===== src/rtl/odyssey_pkg.sv =====
// Shared types for the Odyssey analog conditioner: axis/accumulator types, FSM states
// and the output slew helper.
package odyssey_pkg;

  localparam int NUM_AXES = 8;

  typedef logic [2:0]         axis_idx_t;
  typedef logic signed [7:0]  axis_t;
  typedef logic signed [15:0] acc_t;

  typedef enum logic [1:0] {
    IDLE   = 2'd0,
    CALC   = 2'd1,
    DRAIN  = 2'd2,
    COMMIT = 2'd3
  } cond_state_t;

  // Moves cur toward tgt by at most lim; the difference needs 9 bits to avoid wrap.
  function automatic axis_t slew_step(axis_t cur, axis_t tgt, logic signed [8:0] lim);
    logic signed [8:0] delta;
    delta = $signed({tgt[7], tgt}) - $signed({cur[7], cur});
    if (delta > lim) begin
      delta = lim;
    end else if (delta < -lim) begin
      delta = -lim;
    end
    return axis_t'(cur + delta[7:0]);
  endfunction

endpackage


===== src/rtl/odyssey_axis_math.sv =====
// Combinational per-axis step: deadzone on the raw stick byte, then one IIR step of the
// 8.8 accumulator toward the deadzoned target.
module odyssey_axis_math
  import odyssey_pkg::*;
#(
  parameter int DEADZONE   = 4,
  parameter int FILT_SHIFT = 2
) (
  input  axis_t x,
  input  acc_t  acc,
  output acc_t  acc_next
);

  localparam logic signed [8:0] DZ9 = 9'(DEADZONE);

  logic signed [8:0]  a;
  logic signed [8:0]  d;
  logic signed [16:0] target;
  logic signed [16:0] diff;
  logic signed [16:0] step;

  always_comb begin
    a = {x[7], x};
    d = '0;
    if (a > DZ9) begin
      d = a - DZ9;
    end else if (a < -DZ9) begin
      d = a + DZ9;
    end
    target = {d, 8'h00};
    diff   = target - {acc[15], acc};
    step   = diff >>> FILT_SHIFT;
    // A shift that rounds a small error to zero would park the filter short of the target.
    if (step == '0 && diff != '0) begin
      step = diff[16] ? -17'sd1 : 17'sd1;
    end
    acc_next = acc + $signed(step[15:0]);
  end

endmodule


===== src/rtl/odyssey_analog_conditioner.sv =====
// Per-frame conditioning of four HPS analog sticks into eight signed pot positions.
// Define ODYSSEY_ANALOG_SLEW_EN to limit each output's change per commit to MAX_STEP.
module odyssey_analog_conditioner
  import odyssey_pkg::*;
#(
  parameter int DEADZONE   = 4,
  parameter int FILT_SHIFT = 2,
  parameter int MAX_STEP   = 8
) (
  input  logic        clk,
  input  logic        reset_n,
  input  logic        frame_sync,
  input  logic [15:0] analog_l0,
  input  logic [15:0] analog_r0,
  input  logic [15:0] analog_l1,
  input  logic [15:0] analog_r1,
  output axis_t       analog1x_p1,
  output axis_t       analog1y_p1,
  output axis_t       analog2x_p1,
  output axis_t       analog2y_p1,
  output axis_t       analog1x_p2,
  output axis_t       analog1y_p2,
  output axis_t       analog2x_p2,
  output axis_t       analog2y_p2,
  output logic        out_valid,
  output cond_state_t fsm_state
);

`ifdef ODYSSEY_ANALOG_SLEW_EN
  localparam bit SLEW_ON = 1'b1;
`else
  localparam bit SLEW_ON = 1'b0;
`endif
  localparam logic signed [8:0] STEP_LIM = 9'(MAX_STEP);

  cond_state_t state, state_n;
  axis_idx_t   idx, idx_n;
  logic        sync_d;
  logic        start;
  logic [63:0] snap;
  acc_t        acc [NUM_AXES];
  axis_t       out_r [NUM_AXES];
  axis_t       commit_val [NUM_AXES];
  axis_t       cur_x;
  acc_t        acc_next;
  logic        s1_valid;
  axis_idx_t   s1_idx;
  acc_t        s1_acc;

  // Handshake: frame_sync is a level; only a rising edge seen while IDLE starts an
  // update, anything else is dropped. out_valid is a single-cycle strobe with no ready.
  assign start = frame_sync & ~sync_d & (state == IDLE);
  assign cur_x = snap[{idx, 3'b000} +: 8];

  odyssey_axis_math #(
    .DEADZONE  (DEADZONE),
    .FILT_SHIFT(FILT_SHIFT)
  ) u_math (
    .x       (cur_x),
    .acc     (acc[idx]),
    .acc_next(acc_next)
  );

  always_comb begin
    state_n = state;
    idx_n   = idx;
    unique case (state)
      IDLE: begin
        if (start) begin
          state_n = CALC;
          idx_n   = '0;
        end
      end
      CALC: begin
        idx_n = idx + 1'b1;
        if (idx == axis_idx_t'(NUM_AXES - 1)) begin
          state_n = DRAIN;
        end
      end
      DRAIN:   state_n = COMMIT;
      COMMIT:  state_n = IDLE;
      default: state_n = IDLE;
    endcase
  end

  always_ff @(posedge clk or negedge reset_n) begin
    if (!reset_n) begin
      state <= IDLE;
      idx   <= '0;
    end else begin
      state <= state_n;
      idx   <= idx_n;
    end
  end

  always_comb begin
    for (int i = 0; i < NUM_AXES; i++) begin
      commit_val[i] = SLEW_ON ? slew_step(out_r[i], axis_t'(acc[i][15:8]), STEP_LIM)
                              : axis_t'(acc[i][15:8]);
    end
  end

  // Stage 1 registers the shared math result; stage 2 writes it back, so the last
  // axis lands during DRAIN and COMMIT sees all eight accumulators settled.
  always_ff @(posedge clk or negedge reset_n) begin
    if (!reset_n) begin
      sync_d    <= 1'b0;
      snap      <= '0;
      s1_valid  <= 1'b0;
      s1_idx    <= '0;
      s1_acc    <= '0;
      out_valid <= 1'b0;
      for (int i = 0; i < NUM_AXES; i++) begin
        acc[i]   <= '0;
        out_r[i] <= '0;
      end
    end else begin
      sync_d    <= frame_sync;
      out_valid <= (state == COMMIT);
      s1_valid  <= (state == CALC);
      s1_idx    <= idx;
      s1_acc    <= acc_next;
      if (start) begin
        snap <= {analog_r1, analog_l1, analog_r0, analog_l0};
      end
      if (s1_valid) begin
        acc[s1_idx] <= s1_acc;
      end
      if (state == COMMIT) begin
        for (int i = 0; i < NUM_AXES; i++) begin
          out_r[i] <= commit_val[i];
        end
      end
    end
  end

  assign analog1x_p1 = out_r[0];
  assign analog1y_p1 = out_r[1];
  assign analog2x_p1 = out_r[2];
  assign analog2y_p1 = out_r[3];
  assign analog1x_p2 = out_r[4];
  assign analog1y_p2 = out_r[5];
  assign analog2x_p2 = out_r[6];
  assign analog2y_p2 = out_r[7];
  assign fsm_state   = state;

endmodule


===== config.mk =====
export PLATFORM = sky130hd
export DESIGN_NAME = odyssey_analog_conditioner
export DESIGN_NICKNAME = d
export VERILOG_FILES = /design/src/rtl/odyssey_pkg.sv /design/src/rtl/odyssey_axis_math.sv /design/src/rtl/odyssey_analog_conditioner.sv
export SDC_FILE = /design/constraint.sdc
export NUM_CORES = 1
export LEC_CHECK = 0
export BUFFER_PORTS_ARGS = -buffer_cell sky130_fd_sc_hd__buf_2
export CORE_UTILIZATION = 44
export CTS_BUF_LIST = sky130_fd_sc_hd__clkbuf_4
export CTS_CLUSTER_DIAMETER = 100
export DETAILED_ROUTE_END_ITERATION = 8
export PLACE_DENSITY = 0.65
export SYNTH_ARGS = -nofsm -noshare
export SYNTH_HDL_FRONTEND = slang
export SYNTH_HIERARCHICAL = 1
export SYNTH_SLANG_ARGS = --single-unit

===== constraint.sdc =====
create_clock -name clk -period 16 [get_ports clk]
set_input_delay 0 -clock clk [delete_from_list [all_inputs] [get_ports clk]]
set_output_delay 0 -clock clk [all_outputs]
set_load 0.01 [all_outputs]

==> impl_metrics.yaml <==
clock_network:
  clock_sinks: 283
  hold_buffers: 69
  cts_made_buffers: 76
  htree_num_levels: 3
  cts_root_buf: "clkbuf_4"
  cts_tree: "built"
  path_clk_slew_ps: 60
  post_cts_resized: 0
  clock_latency_ps: 710
  post_cts_buffers: 0
  clockBufferDepth: 3
cells_and_area:
  largest_register_ffs: 128
  layout-drive-gt1-share: 0.521
  largest_registers: "acc: 128 flops, snap: 64 flops, s1_acc: 16 flops"
  top_register: "acc"
  area_delta_synth_final_pct: 20.4
  nets: 1232
drt:
  via_count: 8273
  drtPass1Iterations: 4
  wl_per_cell_um: 18.5
  drtIter0Drc: 360
  drc: 0
  wl_um: 29200
  antenna_left: 0
  vias_per_cell: 5.24
die:
  pin_count: 134
  fp.dieH_um: 176
  start_util: 0.449
  dieArea_mm2: 0.0311
  die_x_um: 176
  num_rows: 63
  core_mm2: 0.0297
sta:
  clock.fmax_mhz: 125
  worst_slew_pin_slew_ps: 1090
  finalHoldViolCount: 0
  slew_headroom: 0.273
  rsz0062_at_grt: "false"
  setup_tns_ps: 0
  finClkSkew_ps: 54.5
  finalCritPeriodShare: 0.498
  finalMaxSlewViolations: 0
  finalSetupViolCount: 0
  fin_crit_ps: 7970
grt:
  grt_antenna_before_repair: 1
  grt_pass1_wl_um: 47700
  grt_max_degree: 75
  grtUsageTotal: 0.198
  grt_pass1_vias: 8951
  overflow: 0
synthesis:
  syn_area_mm2: 0.0134
  ys_seq_area_frac: 0.530
  async_flop_share: 1.00
  ys_seq_elements: 283
  avgSynthCellArea_um2: 15.1
  postSynthCellCount: 883
  synth.distinct_cells: 66
  ys.flop_type: "dfrtp_1"
  syn-num-nets: 984
  yosys_warnings: 6
  synth-edff-count: 0
run:
  max_cap_violations: 0
status:
  status: "complete, no violations"
critical_path:
  crit_arrival_ps: 8540
  setup.worst_path.end_class: "flop"
  cp.required_ps: 16570
  crit_type: "reg2reg"
  cpPeakStageDelay_ps: 760
  worst-path-max-fanout: 28
  start_kind: "flop"
  critPathSlowestCell: "dfrtp_4"
place:
  gp_congestion: 0.826
  hpwl_um: 18800
  port_buffers: 133
min_path:
  hp-class: "in2reg"
[synth_stat cells, types with 3 or more instances]
library cell	instances	area (um2)
a21oi_1	18	90.1
inv_1	26	97.6
o21a_1	4	30.0
xor2_1	10	87.6
nor2_1	17	63.8
nand3b_1	3	22.5
a31oi_1	3	18.8
nand2b_1	3	18.8
buf_6	3	33.8
nand2_1	11	41.3
buf_4	5	37.5
mux2i_1	3	30.0
mux4_2	48	1080
nand3_1	5	25.0
buf_2	23	115
nor3_1	6	30.0
o21ai_0	8	40.0
mux2_2	271	3050
dfrtp_1	283	7080
xnor2_1	17	149
nand4b_2	3	45.0
and2_1	3	18.8
a21o_1	3	22.5
ha_1	33	413
clkbuf_1	10	37.5
mux2_4	9	135
or2_2	3	18.8
[logic make-up (layout without fill, tap and decap cells)]
| group | Yosys count | after routing | synth area share |
|---|---|---|---|
| compound gates | 60 | 60 | 0.0312 |
| other cells | 0 | 1 | 0 |
| simple gates | 76 | 76 | 0.0377 |
| buf+inv | 70 | 374 | 0.0274 |
| flops | 283 | 283 | 0.530 |
| fa+ha+maj | 34 | 34 | 0.0324 |
| xor+xnor | 27 | 27 | 0.0177 |
| mux | 333 | 333 | 0.323 |
[per-layer routing]
| layer | part of all wire | GRT usage |
|---|---|---|
| met1 | 0.45 | 0.266 |
| met2 | 0.48 | 0.317 |
| met3 | 0.044 | 0.0420 |
| met4 | 0.020 | 0.0674 |
| met5 | 0 | 0 |
[through the flow]
stage	std cells	cell area (um2)	setup slack, ps	hold WS, ps	utilization
after floorplan	883	13400	9300	-296	-
final	1578	16100	8030	84.3	0.541
after detailed placement	1374	14400	8040	135	0.483
after global placement	1374	14400	8220	136	0.483
after CTS	1577	16100	8030	14.4	0.541
after global routing	1578	16100	7570	28.0	0.541
[cell type report]
type                       instances  area (um2)
sequential                       283        7090
inverter                          26        97.6
multi-input combinational        530        5910
tap                              390         488
timing repair buffer             214        1470
antenna                            1        2.50
clock buffer                     111         833
fill                            2476       13600
clock inverter                    23         190
[layout by cell type, fill, tap and decap left out, types with 11 or more instances in the layout]
cell | Yosys | routed
dlygate4sd3_1 | 0 | 68
buf_4 | 5 | 12
dfrtp_1 | 283 | 281
nor2_1 | 17 | 17
nand2_1 | 11 | 11
ha_1 | 33 | 32
mux4_2 | 48 | 48
buf_2 | 23 | 132
xnor2_1 | 17 | 17
inv_1 | 26 | 26
clkinv_1 | 0 | 13
mux2_2 | 271 | 271
a21oi_1 | 18 | 18
clkbuf_4 | 0 | 111
[worst paths after layout]
path	startpoint	to	slack (ps)	cells after the start
worst max register to register	idx[0]	s1_acc[14]	8030	30
worst min register to register	acc[23]	acc[23]	500	1
worst max-delay path	idx[0]	s1_acc[14]	8030	30
worst min-delay path	analog_r0[5]	snap[21]	80	3
max in group asynchronous	reset_n	idx[0]	13650	5
min in group asynchronous	reset_n	analog2y_p1[1]	350	3
[critical path, delay by kind of cell, from the launching register on]
family | cells | cell delay [ps]
compound gates | 11 | 2300
simple gates | 8 | 1900
fa+ha+maj | 4 | 1060
mux | 2 | 880
buf+inv | 4 | 800
flops | 1 | 760
xor+xnor | 1 | 160
Power is not shown: default switching activity piles up to over one toggle a cycle in this logic, so the estimate is an artifact.
